--- src/rtl/control_unit_pkg.sv ---
// Shared types and constants for the control_unit memory target.
package control_unit_pkg;

    typedef enum logic [1:0] {
        IDLE,
        WAIT,
        RESP
    } state_t;

    localparam int ERR_MISALIGN = 0;
    localparam int ERR_OOR      = 1;
    localparam int ERR_CONFLICT = 2;

    localparam int MEM_ADDR_W = 17;
    localparam int MEM_DATA_W = 32;
    localparam int IDX_W      = MEM_ADDR_W - 2;

    function automatic logic out_of_range(
        input logic [IDX_W-1:0] idx,
        input int unsigned      words
    );
        return 32'(idx) >= words;
    endfunction

endpackage

--- src/rtl/cu_word_ram.sv ---
// Single-port synchronous word RAM with registered read data.
import control_unit_pkg::*;

module cu_word_ram #(
    parameter int WORDS = 128,
    parameter int AW    = $clog2(WORDS)
) (
    input  logic                  clk,
    input  logic                  we,
    input  logic [AW-1:0]         addr,
    input  logic [MEM_DATA_W-1:0] wdata,
    output logic [MEM_DATA_W-1:0] rdata
);

    logic [MEM_DATA_W-1:0] mem [WORDS];

    always_ff @(posedge clk) begin
        if (we) begin
            mem[addr] <= wdata;
        end
        rdata <= mem[addr];
    end

endmodule

--- src/rtl/control_unit_memory.sv ---
// Wait-stated word memory serving control_unit, with a host load/inspect port.
import control_unit_pkg::*;

module control_unit_memory #(
    parameter int          MEM_WORDS   = 128,
    parameter int          WAIT_STATES = 2,
    parameter logic [31:0] OOR_DATA    = 32'h0000_0000
) (
    input  logic        clk,
    input  logic        reset,
    input  logic        mem_read_req,
    input  logic        mem_write_req,
    input  logic [16:0] mem_addr,
    input  logic [31:0] mem_wdata,
    output logic [31:0] mem_rdata,
    output logic        mem_busy,
    input  logic        host_we,
    input  logic        host_re,
    input  logic [14:0] host_addr,
    input  logic [31:0] host_wdata,
    output logic [31:0] host_rdata,
    output logic        host_rvalid,
    output logic [2:0]  err_status,
    input  logic        err_clr
);

    localparam int AW = $clog2(MEM_WORDS);
    localparam logic [3:0] WAIT_LAST =
        (WAIT_STATES > 0) ? 4'(WAIT_STATES - 1) : 4'd0;

    state_t state;
    state_t state_nx;
    logic [3:0] cnt;
    logic [3:0] cnt_nx;

    logic          op_wr;
    logic [AW-1:0] idx;
    logic [31:0]   wdata_q;
    logic          oor_q;

    logic          host_oor_q;
    logic [31:0]   host_hold;

    logic          ram_we;
    logic [AW-1:0] ram_addr;
    logic [31:0]   ram_wdata;
    logic [31:0]   ram_rdata;

    logic [2:0]    err_nx;

    logic [14:0] req_idx;
    logic        in_idle;
    logic        host_any;
    logic        req_any;
    logic        req_both;
    logic        accept;
    logic        req_oor;
    logic        host_oor;

    assign req_idx  = mem_addr[16:2];
    assign in_idle  = (state == IDLE);
    assign host_any = host_we | host_re;
    assign req_any  = mem_read_req | mem_write_req;
    assign req_both = mem_read_req & mem_write_req;
    assign accept   = in_idle & req_any & ~req_both & ~host_any;
    assign req_oor  = out_of_range(req_idx, MEM_WORDS);
    assign host_oor = out_of_range(host_addr, MEM_WORDS);

    assign mem_busy = ~in_idle;

    // Host read data is live on the rvalid cycle, then held.
    assign host_rdata = host_rvalid
                      ? (host_oor_q ? OOR_DATA : ram_rdata)
                      : host_hold;

    always_comb begin
        state_nx = state;
        cnt_nx   = cnt;
        unique case (state)
            IDLE: begin
                if (accept) begin
                    cnt_nx = 4'd0;
                    if (WAIT_STATES == 0) begin
                        state_nx = RESP;
                    end else begin
                        state_nx = WAIT;
                    end
                end
            end
            WAIT: begin
                if (cnt == WAIT_LAST) begin
                    state_nx = RESP;
                end else begin
                    cnt_nx = cnt + 4'd1;
                end
            end
            RESP: begin
                state_nx = IDLE;
            end
            default: begin
                state_nx = IDLE;
            end
        endcase
    end

    // The RAM is addressed one cycle ahead so read data lands in RESP.
    always_comb begin
        ram_we    = 1'b0;
        ram_addr  = idx;
        ram_wdata = wdata_q;
        if (in_idle) begin
            if (host_any) begin
                ram_addr  = host_addr[AW-1:0];
                ram_wdata = host_wdata;
                ram_we    = host_we & ~host_oor;
            end else begin
                ram_addr = req_idx[AW-1:0];
            end
        end else if (state == RESP) begin
            ram_we = op_wr & ~oor_q;
        end
        if (reset) begin
            ram_we = 1'b0;
        end
    end

    always_comb begin
        err_nx = err_clr ? 3'b000 : err_status;
        if (in_idle && req_any && !host_any) begin
            if (req_both) begin
                err_nx[ERR_CONFLICT] = 1'b1;
            end else begin
                if (mem_addr[1:0] != 2'b00) begin
                    err_nx[ERR_MISALIGN] = 1'b1;
                end
                if (req_oor) begin
                    err_nx[ERR_OOR] = 1'b1;
                end
            end
        end
    end

    always_ff @(posedge clk) begin
        if (reset) begin
            state       <= IDLE;
            cnt         <= 4'd0;
            op_wr       <= 1'b0;
            idx         <= '0;
            wdata_q     <= 32'd0;
            oor_q       <= 1'b0;
            mem_rdata   <= 32'd0;
            host_rvalid <= 1'b0;
            host_oor_q  <= 1'b0;
            host_hold   <= 32'd0;
            err_status  <= 3'b000;
        end else begin
            state      <= state_nx;
            cnt        <= cnt_nx;
            err_status <= err_nx;
            if (accept) begin
                op_wr   <= mem_write_req;
                idx     <= req_idx[AW-1:0];
                wdata_q <= mem_wdata;
                oor_q   <= req_oor;
            end
            if (state == RESP && !op_wr) begin
                mem_rdata <= oor_q ? OOR_DATA : ram_rdata;
            end
            host_rvalid <= in_idle & host_re & ~host_we;
            if (in_idle && host_re) begin
                host_oor_q <= host_oor;
            end
            if (host_rvalid) begin
                host_hold <= host_rdata;
            end
        end
    end

    cu_word_ram #(
        .WORDS (MEM_WORDS),
        .AW    (AW)
    ) u_ram (
        .clk   (clk),
        .we    (ram_we),
        .addr  (ram_addr),
        .wdata (ram_wdata),
        .rdata (ram_rdata)
    );

endmodule

--- config.mk ---
export PLATFORM = sky130hd
export DESIGN_NAME = control_unit_memory
export DESIGN_NICKNAME = d
export VERILOG_FILES = /design/src/rtl/control_unit_pkg.sv /design/src/rtl/cu_word_ram.sv /design/src/rtl/control_unit_memory.sv
export SDC_FILE = /design/constraint.sdc
export NUM_CORES = 2
export LEC_CHECK = 0
export CORE_MARGIN = 10
export CORE_UTILIZATION = 60
export CTS_CLUSTER_SIZE = 30
export DETAILED_ROUTE_END_ITERATION = 6
export PLACE_DENSITY = 0.76
export SYNTH_ARGS = -nofsm -noshare
export SYNTH_HDL_FRONTEND = slang
export SYNTH_SLANG_ARGS = --single-unit
--- constraint.sdc ---
create_clock -name clk -period 15.5 [get_ports clk]
set_input_delay 3.1 -clock clk [delete_from_list [all_inputs] [get_ports clk]]
set_output_delay 3.1 -clock clk [all_outputs]
set_load 0.05 [all_outputs]
==> out/qor.csv <==
metric,value,unit
Gate Count Post-Synth,10100,
sort of element at the start of the critical path,primary input,
overflow left after global routing,0,
CTS H-tree depth,5,
combined area of all synthesized cells,0.163,sq mm
Fin. Hold Viols,0,
transition time of the tightest slew-check pin,1530,ps
maximum clock path buffer count,4,
"Net count, final",10400,
launching point of the worst reg2reg path,state[0]$_SDFFE_PP0P_,
fraction of synthesis flops using an asynchronous set or reset pin,0,
height of the die,542,um
Post-CTS Resized,0,
power after layout,25.3,mW
final routed wire length divided by cell count,32.9,um
Final Critical Period,9860,ps
kind of critical path,primary input to flip-flop,
normalized max-slew margin,-0.0266,
cell with the most instances after synthesis,edfxtp_1,
total number of yosys warnings,0,
origin of the worst min-delay path,err_status[1]$_SDFF_PP0_,
Post-Route WL,469000,um
Cell Rows,191,
power density of the placed cells,138,mW/mm^2
initial antenna violation count,32,
crit share post-route,0.636,
Synth Area per Inst,16.2,sq um
leakage power,62.4,nW
TritonCTS buffer count,403,
Port Buf Inserts,171,
setup repair after global routing missed its margin,no,
number of setup violations in the final report,0,
Post-DP HPWL,260000,um
max-slew violation count,4,
DRC violation count after routing,1,
Peak Freq,101,MHz
clock-pin slew on the worst setup and hold paths,60,ps
relative area change from synthesis to final layout,12.3,%
category of the worst setup path capture point,flip-flop,
outcome,"finished, violations left",
die footprint,0.293,sq mm
final RePlAce weighted congestion,0.874,
hold-fix buffer count after cts,0,
worst min-delay path category,flip-flop to flip-flop,
# Post-CTS Setup Buffers,0,
portion of synthesized cell area occupied by the leading cell type,0.754,
post-synthesis register bit count,4244,
cell accounting for the most synthesized area,edfxtp_1,
CP Max Fanout,51,
ratio of cells with drive above 1 in the final layout,0.105,
clock tree skew after final layout,75.1,ps
Fin Setup TNS,0,ps
start point of the critical path,host_we,
number of top-level pins,172,
final core occ,0.677,
ratio of routed vias to standard cells,6.83,
CTS root buffer,clkbuf_16,
total global-route track usage,0.309,
non-filler cells in the finished layout,14200,
violated checks,"DRC, capacitance limit, slew limit",
starting density of the core,0.603,
"crit path setup slack, layout",5640,ps
detailed-route via count,97300,
Post-Synthesis Net Count,10200,
sequential area share after synthesis,0.772,
TritonCTS clock tree,built,
setup slack on the worst flop-to-flop path,8270,ps
"antenna viol nets, final",0,
post-route worst hold slack,457,ps
Worst-Skew Late Latency,970,ps
total clock sinks,4244,
DRT Pass-1 Iters,6,
cell area after placement,0.170,sq mm
max-cap viol count,2,
Horiz. Die Dim,542,um
"Primary FF master, synth",edfxtp_1,
leading post-synthesis cells by instance count,"edfxtp_1 (4096), mux2i_1 (1449), nand2_1 (1199)",
number of synthesized flops with an enable pin,4096,
global-route wire length before repair,663000,um
Cell variety after synth,65,
number of global-route vias before repair,93600,
Synth area leaders,"edfxtp_1 (75%), mux2i_1 (8.9%), o22ai_1 (2.8%)",
critical path required time,16250,ps
post-route cell area,0.183,sq mm
pin count of the biggest net entering global routing,131,
post-placement setup slack,5120,ps
CP arrival,10610,ps
area of the placeable core,0.271,sq mm
maximum vdd ir drop,0.123,mV
placed cell count,13500,
iteration-0 DRC count of the detailed router,16900,
[power by group]
group          switching [mW]  internal, mW  total [mW]  leakage [nW]
Sequential              0.129          12.8        12.9          38.3
Combinational            1.91         0.726        2.63          17.7
Clock                    4.16          5.59        9.75          6.33
Total                    6.20          19.1        25.3          62.4
[logic make-up after synthesis]
logic type               after synthesis  synth area share
adder cells (fa/ha/maj)                2          0.000153
XOR/XNOR                               3          0.000161
multiplexers                        1481            0.0911
buffers and inverters                674            0.0198
AND/OR/NAND/NOR                     1738            0.0467
flip-flops                          4244             0.772
AO/OA/AOI/OAI                       1946            0.0704
[routing by layer]
metal	GRT usage	routed length (um)	up-vias
met2	0.466	210000	7532
li1	-	-	39900
met4	0.174	31800	16
met1	0.416	164000	48600
met5	0	114	-
met3	0.0734	62900	1280
[placed cells by master, fill, tap and decap left out, drive strengths merged, types with 74 or more instances in the layout]
cell type      synthesis  layout
dfxtp                148     148
clkinv                 0     161
a22oi                 74      74
o21ai                365     365
mux2i               1449    1449
clkbuf               275     515
o22ai                734     734
nor2                 151     151
nor4                 183     183
a21oi                558     558
buf                  363     306
edfxtp              4096    4096
clkdlybuf4s50          0     170
nand2               1200    1200
[area by class of cell]
type,instances,area [sq um]
diodes,8,20.0
clock buffers,514,10700
clock inverters,225,2260
well taps,3570,4470
flip-flops and latches,4244,126000
inverters,36,135
repair buffers,477,4250
multi-input cells,5170,35400
fillers,17100,87500
[sequential cells by signal (all words and copies together), names as in the netlist]
name	cells
host_oor_q	1
state	2
host_rvalid	1
err_status	3
op_wr	1
u_ram.rdata	32
idx	7
u_ram.mem	4096
wdata_q	32
host_hold	32
mem_rdata	32
oor_q	1
cnt	4
[worst max-delay path, stage by stage]
cell             delay, ps
clkdlybuf4s50_1        860
o21ai_0                700
a31o_4                 640
buf_4                  750
buf_4                  780
buf_4                  630
mux2i_1                280
o22ai_1                110
o21ai_1                580
nand3_1                610
nor4_1                1230
nand2_1                120
[final timing paths]
check	to	cells past startpoint
max	u_ram.rdata[14]$_DFF_P_	12
min	err_status[1]$_SDFF_PP0_	1
max reg2reg	u_ram.rdata[14]$_DFF_P_	11
min reg2reg	err_status[1]$_SDFF_PP0_	1
Note: power is estimated with default switching activity, not from simulation.
